===== src/rtl/edlo_pkg.sv =====
// -----------------------------------------------------------------------------
// edlo_pkg
// Shared definitions for the edlo execution core.
//   - 4-bit opcode encodings OP_NOP .. OP_RSVD
//   - state_t: execution core sequencing states (ST_IDLE, ST_MUL)
// -----------------------------------------------------------------------------
package edlo_pkg;

  localparam logic [3:0] OP_NOP  = 4'h0;
  localparam logic [3:0] OP_LOAD = 4'h1;
  localparam logic [3:0] OP_READ = 4'h2;
  localparam logic [3:0] OP_ADD  = 4'h3;
  localparam logic [3:0] OP_SUB  = 4'h4;
  localparam logic [3:0] OP_AND  = 4'h5;
  localparam logic [3:0] OP_OR   = 4'h6;
  localparam logic [3:0] OP_XOR  = 4'h7;
  localparam logic [3:0] OP_SHL  = 4'h8;
  localparam logic [3:0] OP_SHR  = 4'h9;
  localparam logic [3:0] OP_LDA  = 4'hA;
  localparam logic [3:0] OP_STA  = 4'hB;
  localparam logic [3:0] OP_CLR  = 4'hC;
  localparam logic [3:0] OP_MUL  = 4'hD;
  localparam logic [3:0] OP_OUTA = 4'hE;
  localparam logic [3:0] OP_RSVD = 4'hF;

  typedef enum logic {
    ST_IDLE = 1'b0,
    ST_MUL  = 1'b1
  } state_t;

endpackage


===== src/rtl/edlo_mul_seq.sv =====
// -----------------------------------------------------------------------------
// edlo_mul_seq
// Unsigned shift-add multiplier, one partial product per clock.
// Bit 0 of the multiplier is folded in on the start edge, the remaining
// DATA_W-1 bits on the following edges, so done is high in the cycle that
// ends DATA_W edges after start and product is final while done is high.
// Ports:
//   clock    in   rising-edge clock
//   reset    in   synchronous active-high reset (aborts a multiply)
//   start    in   latch a and b and begin a multiply
//   a, b     in   DATA_W-bit operands
//   done     out  product is complete (one cycle)
//   product  out  2*DATA_W-bit result
// -----------------------------------------------------------------------------
module edlo_mul_seq #(
  parameter int DATA_W = 8
) (
  input  logic                  clock,
  input  logic                  reset,
  input  logic                  start,
  input  logic [DATA_W-1:0]     a,
  input  logic [DATA_W-1:0]     b,
  output logic                  done,
  output logic [2*DATA_W-1:0]   product
);

  // Holds DATA_W-1 for any DATA_W >= 2.
  localparam int CNT_W = $clog2(DATA_W);

  logic [2*DATA_W-1:0] r_mcand;
  logic [2*DATA_W-1:0] r_prod;
  logic [DATA_W-1:0]   r_mplier;
  logic [CNT_W-1:0]    r_cnt;
  logic                r_run;

  always_ff @(posedge clock) begin
    if (reset) begin
      r_mcand  <= '0;
      r_prod   <= '0;
      r_mplier <= '0;
      r_cnt    <= '0;
      r_run    <= 1'b0;
    end else if (start) begin
      r_mcand  <= {{DATA_W{1'b0}}, a} << 1;
      r_mplier <= b >> 1;
      r_prod   <= b[0] ? {{DATA_W{1'b0}}, a} : '0;
      r_cnt    <= CNT_W'(DATA_W - 1);
      r_run    <= 1'b1;
    end else if (r_run) begin
      // r_cnt counts partial products still to add; at zero the result is
      // being consumed this cycle and the unit goes idle.
      if (r_cnt == '0) begin
        r_run <= 1'b0;
      end else begin
        if (r_mplier[0]) r_prod <= r_prod + r_mcand;
        r_mcand  <= r_mcand << 1;
        r_mplier <= r_mplier >> 1;
        r_cnt    <= r_cnt - CNT_W'(1);
      end
    end
  end

  assign done    = r_run && (r_cnt == '0);
  assign product = r_prod;

endmodule


===== src/rtl/edlo_exec_core.sv =====
// -----------------------------------------------------------------------------
// edlo_exec_core
// Accumulator execution core: ALU, 2**ADDR_BITS-word scratch memory, flags and
// an instruction valid/ready handshake.
// Build option: define EDLO_MUL_EN to build the multi-cycle multiply (opcode D).
// Without it, opcode D is reserved, busy is 0 and inst_ready is always 1.
// Ports:
//   clock       in   rising-edge clock
//   reset       in   synchronous active-high reset
//   inst        in   4-bit opcode
//   addr        in   memory word address
//   data_in     in   immediate / load data
//   inst_valid  in   inst/addr/data_in valid
//   inst_ready  out  core accepts an instruction this cycle
//   data_out    out  registered READ / OUTA result
//   out_valid   out  one-cycle pulse when data_out updates
//   busy        out  multiply in progress
//   carry       out  carry / borrow flag
//   zero        out  accumulator == 0
//   illegal     out  sticky reserved-opcode flag
// -----------------------------------------------------------------------------
module edlo_exec_core
  import edlo_pkg::*;
#(
  parameter int DATA_W    = 8,
  parameter int ADDR_BITS = 4
) (
  input  logic                 clock,
  input  logic                 reset,
  input  logic [3:0]           inst,
  input  logic [ADDR_BITS-1:0] addr,
  input  logic [DATA_W-1:0]    data_in,
  input  logic                 inst_valid,
  output logic                 inst_ready,
  output logic [DATA_W-1:0]    data_out,
  output logic                 out_valid,
  output logic                 busy,
  output logic                 carry,
  output logic                 zero,
  output logic                 illegal
);

  localparam int DEPTH = 2 ** ADDR_BITS;

  logic [DATA_W-1:0] r_acc;
  logic [DATA_W-1:0] r_data_out;
  logic [DATA_W-1:0] r_mem [DEPTH];
  logic              r_carry;
  logic              r_illegal;
  logic              r_out_valid;

  logic              w_inst_ready;
  logic              w_accept;
  logic [DATA_W-1:0] w_m;
  logic [DATA_W:0]   w_sum;
  logic [DATA_W:0]   w_diff;

  assign w_accept = inst_valid & w_inst_ready;
  assign w_m      = r_mem[addr];
  // The extra top bit is the carry out of ADD and the borrow out of SUB.
  assign w_sum    = {1'b0, r_acc} + {1'b0, w_m};
  assign w_diff   = {1'b0, r_acc} - {1'b0, w_m};

`ifdef EDLO_MUL_EN
  state_t              r_state;
  logic                w_mul_start;
  logic                w_mul_done;
  logic [2*DATA_W-1:0] w_product;

  assign w_inst_ready = (r_state == ST_IDLE);
  assign busy         = (r_state == ST_MUL);
  // Operands are captured by the multiplier on the accept edge, so the
  // accumulator and memory may be left untouched while it runs.
  assign w_mul_start  = w_accept && (inst == OP_MUL);

  edlo_mul_seq #(
    .DATA_W (DATA_W)
  ) u_mul (
    .clock   (clock),
    .reset   (reset),
    .start   (w_mul_start),
    .a       (r_acc),
    .b       (w_m),
    .done    (w_mul_done),
    .product (w_product)
  );
`else
  assign w_inst_ready = 1'b1;
  assign busy         = 1'b0;
`endif

  always_ff @(posedge clock) begin
    if (reset) begin
      r_acc       <= '0;
      r_data_out  <= '0;
      r_carry     <= 1'b0;
      r_illegal   <= 1'b0;
      r_out_valid <= 1'b0;
      // NOTE: the scratch memory is a flop array that must read as zero after
      // reset, so every word is cleared here; a RAM macro could not do this.
      for (int i = 0; i < DEPTH; i++) r_mem[i] <= '0;
`ifdef EDLO_MUL_EN
      r_state     <= ST_IDLE;
`endif
    end else begin
      // NOTE: default-low with a later override makes out_valid a one-cycle
      // pulse; with non-blocking assignments the last write in the block wins.
      r_out_valid <= 1'b0;

      if (w_accept) begin
        case (inst)
          OP_NOP:  ;
          OP_LOAD: r_mem[addr] <= data_in;
          OP_READ: begin
            r_data_out  <= w_m;
            r_out_valid <= 1'b1;
          end
          OP_ADD:  {r_carry, r_acc} <= w_sum;
          OP_SUB:  {r_carry, r_acc} <= w_diff;
          OP_AND:  r_acc <= r_acc & w_m;
          OP_OR:   r_acc <= r_acc | w_m;
          OP_XOR:  r_acc <= r_acc ^ w_m;
          OP_SHL: begin
            r_carry <= r_acc[DATA_W-1];
            r_acc   <= r_acc << 1;
          end
          OP_SHR: begin
            r_carry <= r_acc[0];
            r_acc   <= r_acc >> 1;
          end
          OP_LDA:  r_acc <= data_in;
          OP_STA:  r_mem[addr] <= r_acc;
          OP_CLR: begin
            r_acc   <= '0;
            r_carry <= 1'b0;
          end
          OP_OUTA: begin
            r_data_out  <= r_acc;
            r_out_valid <= 1'b1;
          end
`ifdef EDLO_MUL_EN
          OP_MUL:  r_state   <= ST_MUL;
          OP_RSVD: r_illegal <= 1'b1;
`else
          OP_MUL, OP_RSVD: r_illegal <= 1'b1;
`endif
          default: ;
        endcase
      end

`ifdef EDLO_MUL_EN
      // Result lands on the same edge that returns the core to IDLE.
      if ((r_state == ST_MUL) && w_mul_done) begin
        r_acc   <= w_product[DATA_W-1:0];
        r_carry <= |w_product[2*DATA_W-1:DATA_W];
        r_state <= ST_IDLE;
      end
`endif
    end
  end

  assign inst_ready = w_inst_ready;
  assign data_out   = r_data_out;
  assign out_valid  = r_out_valid;
  assign carry      = r_carry;
  assign zero       = (r_acc == '0);
  assign illegal    = r_illegal;

endmodule


===== config.mk =====
export PLATFORM = sky130hd
export DESIGN_NAME = edlo_exec_core
export DESIGN_NICKNAME = d
export VERILOG_FILES = /design/src/rtl/edlo_pkg.sv /design/src/rtl/edlo_mul_seq.sv /design/src/rtl/edlo_exec_core.sv
export SDC_FILE = /design/constraint.sdc
export NUM_CORES = 1
export LEC_CHECK = 0
export BUFFER_PORTS_ARGS = -buffer_cell sky130_fd_sc_hd__buf_2
export CAP_MARGIN = 10
export CORE_MARGIN = 2
export CORE_UTILIZATION = 35
export DETAILED_ROUTE_END_ITERATION = 7
export PLACE_DENSITY = 0.57
export SLEW_MARGIN = 10
export SYNTH_ARGS = -nofsm -noshare
export SYNTH_HDL_FRONTEND = slang
export SYNTH_SLANG_ARGS = --single-unit

===== constraint.sdc =====
create_clock -name clock -period 5.7 [get_ports clock]
set_input_delay 1.14 -clock clock [delete_from_list [all_inputs] [get_ports clock]]
set_output_delay 1.14 -clock clock [all_outputs]
set_load 0.05 [all_outputs]

# After elaboration in Yosys (flattened, before gate mapping)
# Memories as Yosys holds them, arrays and structs flattened.
# Cells that the tools add are included.
# classes
bitwise,5
add_sub_neg,2
reduce_logical,12
mux,18
n_eq_ne,15
# op_table
cell,count
8-bit case mux with 9 select lines,1
4-bit == test (second input constant),8
4-bit by 3-bit == test with 1-bit output (second input constant),4
8-bit 2-to-1 mux,2
8-bit case mux with 2 select lines,1
1-bit 2-to-1 mux,12
8-bit by 8-bit adder with 9-bit output,1
9-bit nonzero test,1
8-bit by 8-bit subtractor with 9-bit output,1
8-bit AND,1
4-bit by 2-bit == test with 1-bit output (second input constant),2
8-bit logical NOT,1
8-bit OR,1
2-bit AND reduction,4
8-bit OR reduction,1
8-bit bitwise XOR,1
2-bit OR reduction,3
1-bit case mux with 5 select lines,1
5-bit nonzero test,1
4-bit by 1-bit == test with 1-bit output (second input constant),1
4-bit 2-to-1 mux,1
2-bit nonzero test,1
1-bit NOT,1
1-bit OR,1
# word_totals
regBits,19
wordCells,58
memories,1
mem_bits_rw,128
inputBits,19
output_inout_bits,14
# memory_table
memory,words,width,read_ports,rd_ports_with_merged_regs,write_ports,line_no,rtl
r_mem,16,8,1,0,16,edlo_exec_core.sv:47,logic [DATA_W-1:0] r_mem [DEPTH];

# Longest topological paths before layout
# depth
depth_word,8
ltp_mapped,13
mapped_depth_nobuf,11

# Worst setup path before layout
# OpenSTA, ideal clock, no wires.
# synth_timing
path_kind,input to register
start,input port addr[0]
end,register r_acc[6]
arrival_time_ns,4.156
setup_time_ns,0.121
stages,12
slack_ns,1.423
path_buffers,2
path_cell_list,buf_6 > buf_6 > mux4_2 > mux4_2 > ha_1 > fa_1 > or2_0 > a221oi_1 > or4_1 > a21oi_1 > o31ai_1 > o31ai_1
# synth_between
elab_chain_cells,3
# synth_rtl
element,line_no,rtl
from (decl),edlo_exec_core.sv:31,"input logic [ADDR_BITS-1:0] addr,"
memory read 16 x 8 bit *,n/a,
8-bit by 8-bit subtractor with 9-bit output (tied with other cells),edlo_exec_core.sv:62,"assign w_diff = {1'b0, r_acc} - {1'b0, w_m};"
8-bit case mux with 9 select lines *,edlo_exec_core.sv:111,case (inst)
to (signal assigned),edlo_exec_core.sv:118,"OP_ADD: {r_carry, r_acc} <= w_sum;"
to (signal assigned),edlo_exec_core.sv:119,"OP_SUB: {r_carry, r_acc} <= w_diff;"
to (signal assigned),edlo_exec_core.sv:120,OP_AND: r_acc <= r_acc & w_m;
to (decl),edlo_exec_core.sv:45,logic [DATA_W-1:0] r_acc;
# Mark *: on every way between the ends. The rest lies on a longest branch, timed or not.
# A chain may end at the register's enable or synchronous reset.

# Worst setup path in the final report
# Ends and elaborated chain as after synthesis.

==> impl_metrics.tcl <==
set metrics [dict create \
    synth.distinct_cells 63 \
    dieArea_sq_um 23990 \
    cp_slowest_stage_delay_ns 0.54 \
    finalHoldViolations 0 \
    vdd_drop_max_mv 0.2473 \
    crit_arrival_ns 4.80 \
    p_switching_w 0.0007894 \
    critical_path.top_delay_family "multiplexers" \
    cts.path.max_buffers 2 \
    p_clk_share_pct 39.8 \
    area_delta_synth_final_pct 11.95 \
    power_density_nw_per_um2 317.7 \
    power_frac_seq_pct 44.3 \
    dr.pass1.iters 5 \
    r2r_slack_ns 2.13 \
    r2r-end "r_acc[6]" \
    syn-cell-area_sq_um 7969 \
    synth-edff-count 128 \
    portBuffers 30 \
    cts_tree "built" \
    antenna_cells 0 \
    ctsResizeCount 0 \
    place.gp.congestion 0.9066 \
    ant_nets 0 \
    required_ns 6.02 \
    postSynthCellCount 680 \
    min_path_cells 2 \
    dp_hpwl_microns 14860 \
    antenna_found_initial 0 \
    ff2ff_path_depth 10 \
    avgViaCountPerCell 5.551 \
    status "completed" \
    dr_total_vias 5512 \
    drv_cap 0 \
    combPwrFrac_pct 15.9 \
    ys_warn_count 0 \
    die_w_microns 154.9 \
    crit_chain "buf_2, buf_4, mux4_2, mux4_2, fa_1, or2_0, a221oi_1, or4_1, a21oi_1, o31ai_1, o31ai_1" \
    cts_sinks 147 \
    dp.cells 961 \
    final_util_pct 39.64 \
    internal_power_w 0.002045 \
    rows 55 \
    min_path_type "reg2reg" \
    crit_path_end_kind "flop" \
    max_freq_mhz 223.2 \
    syn_avg_cell_area_sq_um 11.72 \
    cts_hold_buf 0 \
    fin_crit_sh_pct 78.60 \
    finalClockSkew_ns 0.009379 \
    grt_max_degree 34 \
    slew_headroom_pct 18.29 \
    rsz0062_at_grt "no" \
    p_leak_nw 3.115 \
    cp_max_fo 17 \
    clk_pin_slew_ns 0.07 \
    postCtsSetupBuffers 0 \
    cp_slowest_cell "mux4_2" \
    cp-start-kind "primary input" \
    die_h_microns 154.9 \
    switching_share_pct 27.85 \
    async_flop_share_pct 0 \
    nFillCells 2140 \
    fin_cells 993 \
    finalMaxSlewViolations 0 \
    routed_wl_microns 21110 \
    hold_end "illegal" \
    setup_violations 0 \
    crit_buf_inv 2 \
    io_pins 33 \
    tightest_slew_ns 1.202 \
    final_nets 743 \
    layout-drive-gt1-share_pct 16.53 \
    drtIter0Drc 423 \
    cts_root_buffer "clkbuf_16" \
    ctsHtreeMaxLevel 4 \
    grt_pass1_vias 5333 \
    clk_latency_ns 0.43 \
    holdCritStartpoint "illegal" \
    ys_seq_area_share_pct 53.01 \
    grt_overflow_total 0 \
    cts_made_buffers 17 \
    period_minus_slack_ns 4.480 \
    floorplan.initialDensity_pct 35.41 \
    grt_pass1_wl_microns 32970 \
    finalSetupTns_ns 0 \
    post_drt_wl_per_cell_microns 21.26 \
    synthesis.nets 728 \
    r2r_start "r_mem[4][0]" \
    ys.flop_type "edfxtp_1" \
    placed_area_sq_um 8342 \
    final_area_sq_um 8921 \
    synth-seq-cells 147 \
    crit_type "in2reg" \
    grtUsageTotal_pct 18.26 \
    core_area_sq_um 22500 \
    post-route-drc-count 0 \
]
-- metal layers --
| metal | vias up | global-route usage (%) | share of wire [%] |
|---|---|---|---|
| met5 | - | 0 | 0 |
| met4 | 0 | 5.203 | 1.4 |
| met3 | 30 | 3.760 | 6.0 |
| met2 | 204 | 29.82 | 49 |
| met1 | 2737 | 24.81 | 44 |
| li1 | 2541 | - | - |
-- synth_stat cells, drive strengths merged, types with 3 or more instances --
library cell | instances | area (sq um)
nand3 | 7 | 35.03
clkbuf | 25 | 93.84
a21oi | 19 | 95.09
a2bb2oi | 3 | 26.28
xnor2 | 5 | 43.79
and3 | 3 | 18.77
a211oi | 12 | 90.09
nand2b | 26 | 162.7
o31ai | 4 | 30.03
nor2b | 8 | 50.05
mux4 | 40 | 900.9
nor3 | 11 | 71.32
mux2i | 18 | 180.2
o21ai | 19 | 95.09
o21bai | 3 | 22.52
nand2 | 30 | 112.6
nor2 | 165 | 621.9
buf | 19 | 126.4
a221oi | 4 | 35.03
o22ai | 8 | 50.05
dfxtp | 19 | 380.4
nor4 | 3 | 18.77
edfxtp | 128 | 3844
nor3b | 4 | 35.03
a22oi | 4 | 30.03
inv | 23 | 86.34
ha | 27 | 337.8
a32o | 5 | 50.05
-- through the flow --
| step | total power (W) | hold slack, ns | setup slack, ns |
|---|---|---|---|
| final | 0.002834 | 0.4891 | 1.220 |
| after global routing | 0.002932 | 0.5233 | 1.026 |
| after CTS | 0.002844 | 0.4962 | 1.226 |
| after detailed placement | 0.001723 | 0.4768 | 0.7592 |
| after global placement | 0.001726 | 0.4660 | 0.7851 |
| after floorplan | 0.001591 | 0.5030 | 1.423 |
-- cells in the final DEF, fill, tap and decap left out, types with 3 or more instances in the layout --
cell type / synthesis / final
nor2_1: 164 / 164
edfxtp_1: 128 / 128
mux4_2: 40 / 40
nand2_1: 30 / 30
buf_2: 11 / 30
ha_1: 27 / 27
nand2b_1: 26 / 26
inv_1: 21 / 21
a21oi_1: 19 / 19
dfxtp_1: 19 / 19
clkbuf_16: 0 / 17
mux2i_1: 18 / 15
a211oi_1: 12 / 12
o21ai_1: 11 / 11
buf_4: 2 / 10
nor3_1: 9 / 9
nor2b_1: 8 / 8
o21ai_0: 8 / 8
o22ai_1: 8 / 8
nand3_1: 7 / 7
inv_6: 0 / 6
a32o_1: 5 / 5
xnor2_1: 5 / 5
a221oi_1: 4 / 4
a22oi_1: 4 / 4
o31ai_1: 4 / 4
nor4_1: 3 / 3
and3_1: 3 / 3
mux2i_2: 0 / 3
nor3b_1: 3 / 3
o21bai_1: 3 / 3
a2bb2oi_1: 3 / 3
clkinv_4: 0 / 3
clkinv_1: 0 / 3
-- sequential cells by signal (all words and copies together) (netlist names) --
register,cells
r_mem,128
carry,1
out_valid,1
r_acc,8
illegal,1
data_out,8
-- worst register-to-register path: cells and delay by family, from the launching register on --
kind | cells | cell delay [ns]
AND/OR/NAND/NOR | 2 | 0.43
adder cells (fa/ha/maj) | 2 | 0.70
multiplexers | 2 | 1.02
AO/OA/AOI/OAI | 4 | 0.89
flip-flops | 1 | 0.42
-- how the worst max path moves through the flow --
stage,startpoint,end,cells after the start
2_1_floorplan,addr[0],r_acc[6],12
3_3_place_gp,addr[0],r_acc[6],11
3_5_place_dp,addr[0],r_acc[6],11
4_1_cts,addr[0],r_acc[6],11
5_1_grt,addr[0],r_acc[6],11
6_report,addr[0],r_acc[6],11
-- final cells by class --
| cell class | instances | area, sq um | share of cell area (%) |
|---|---|---|---|
| sequential | 147 | 4224 | 47.35 |
| timing repair buffer | 40 | 225.2 | 2.525 |
| tap | 285 | 356.6 | 3.997 |
| clock buffer | 18 | 429.2 | 4.811 |
| clock inverter | 14 | 150.1 | 1.683 |
| multi-input combinational | 466 | 3450 | 38.67 |
| inverter | 23 | 86.33 | 0.9677 |
-- power groups by stage --
stage,clock network (W),logic (W),registers [W]
after global placement,0,0.000450,0.00128
after detailed placement,0,0.000447,0.00128
after global routing,0.00119,0.000485,0.00126
after CTS,0.00114,0.000448,0.00125
final,0.00113,0.000450,0.00125
after floorplan,0,0.000320,0.00127
-- cells by family (layout without fill, tap and decap cells) --
logic type / count (synthesis) / count (layout) / synth area share (%)
compound gates: 102 / 102 / 8.793
simple gates: 267 / 267 / 15.04
mux: 59 / 59 / 13.71
buf+inv: 67 / 95 / 3.847
xor+xnor: 7 / 7 / 0.7694
other cells: 2 / 2 / 0.09424
flops: 147 / 147 / 53.01
fa+ha+maj: 29 / 29 / 4.742
Note: power is estimated with default switching activity, not from simulation.
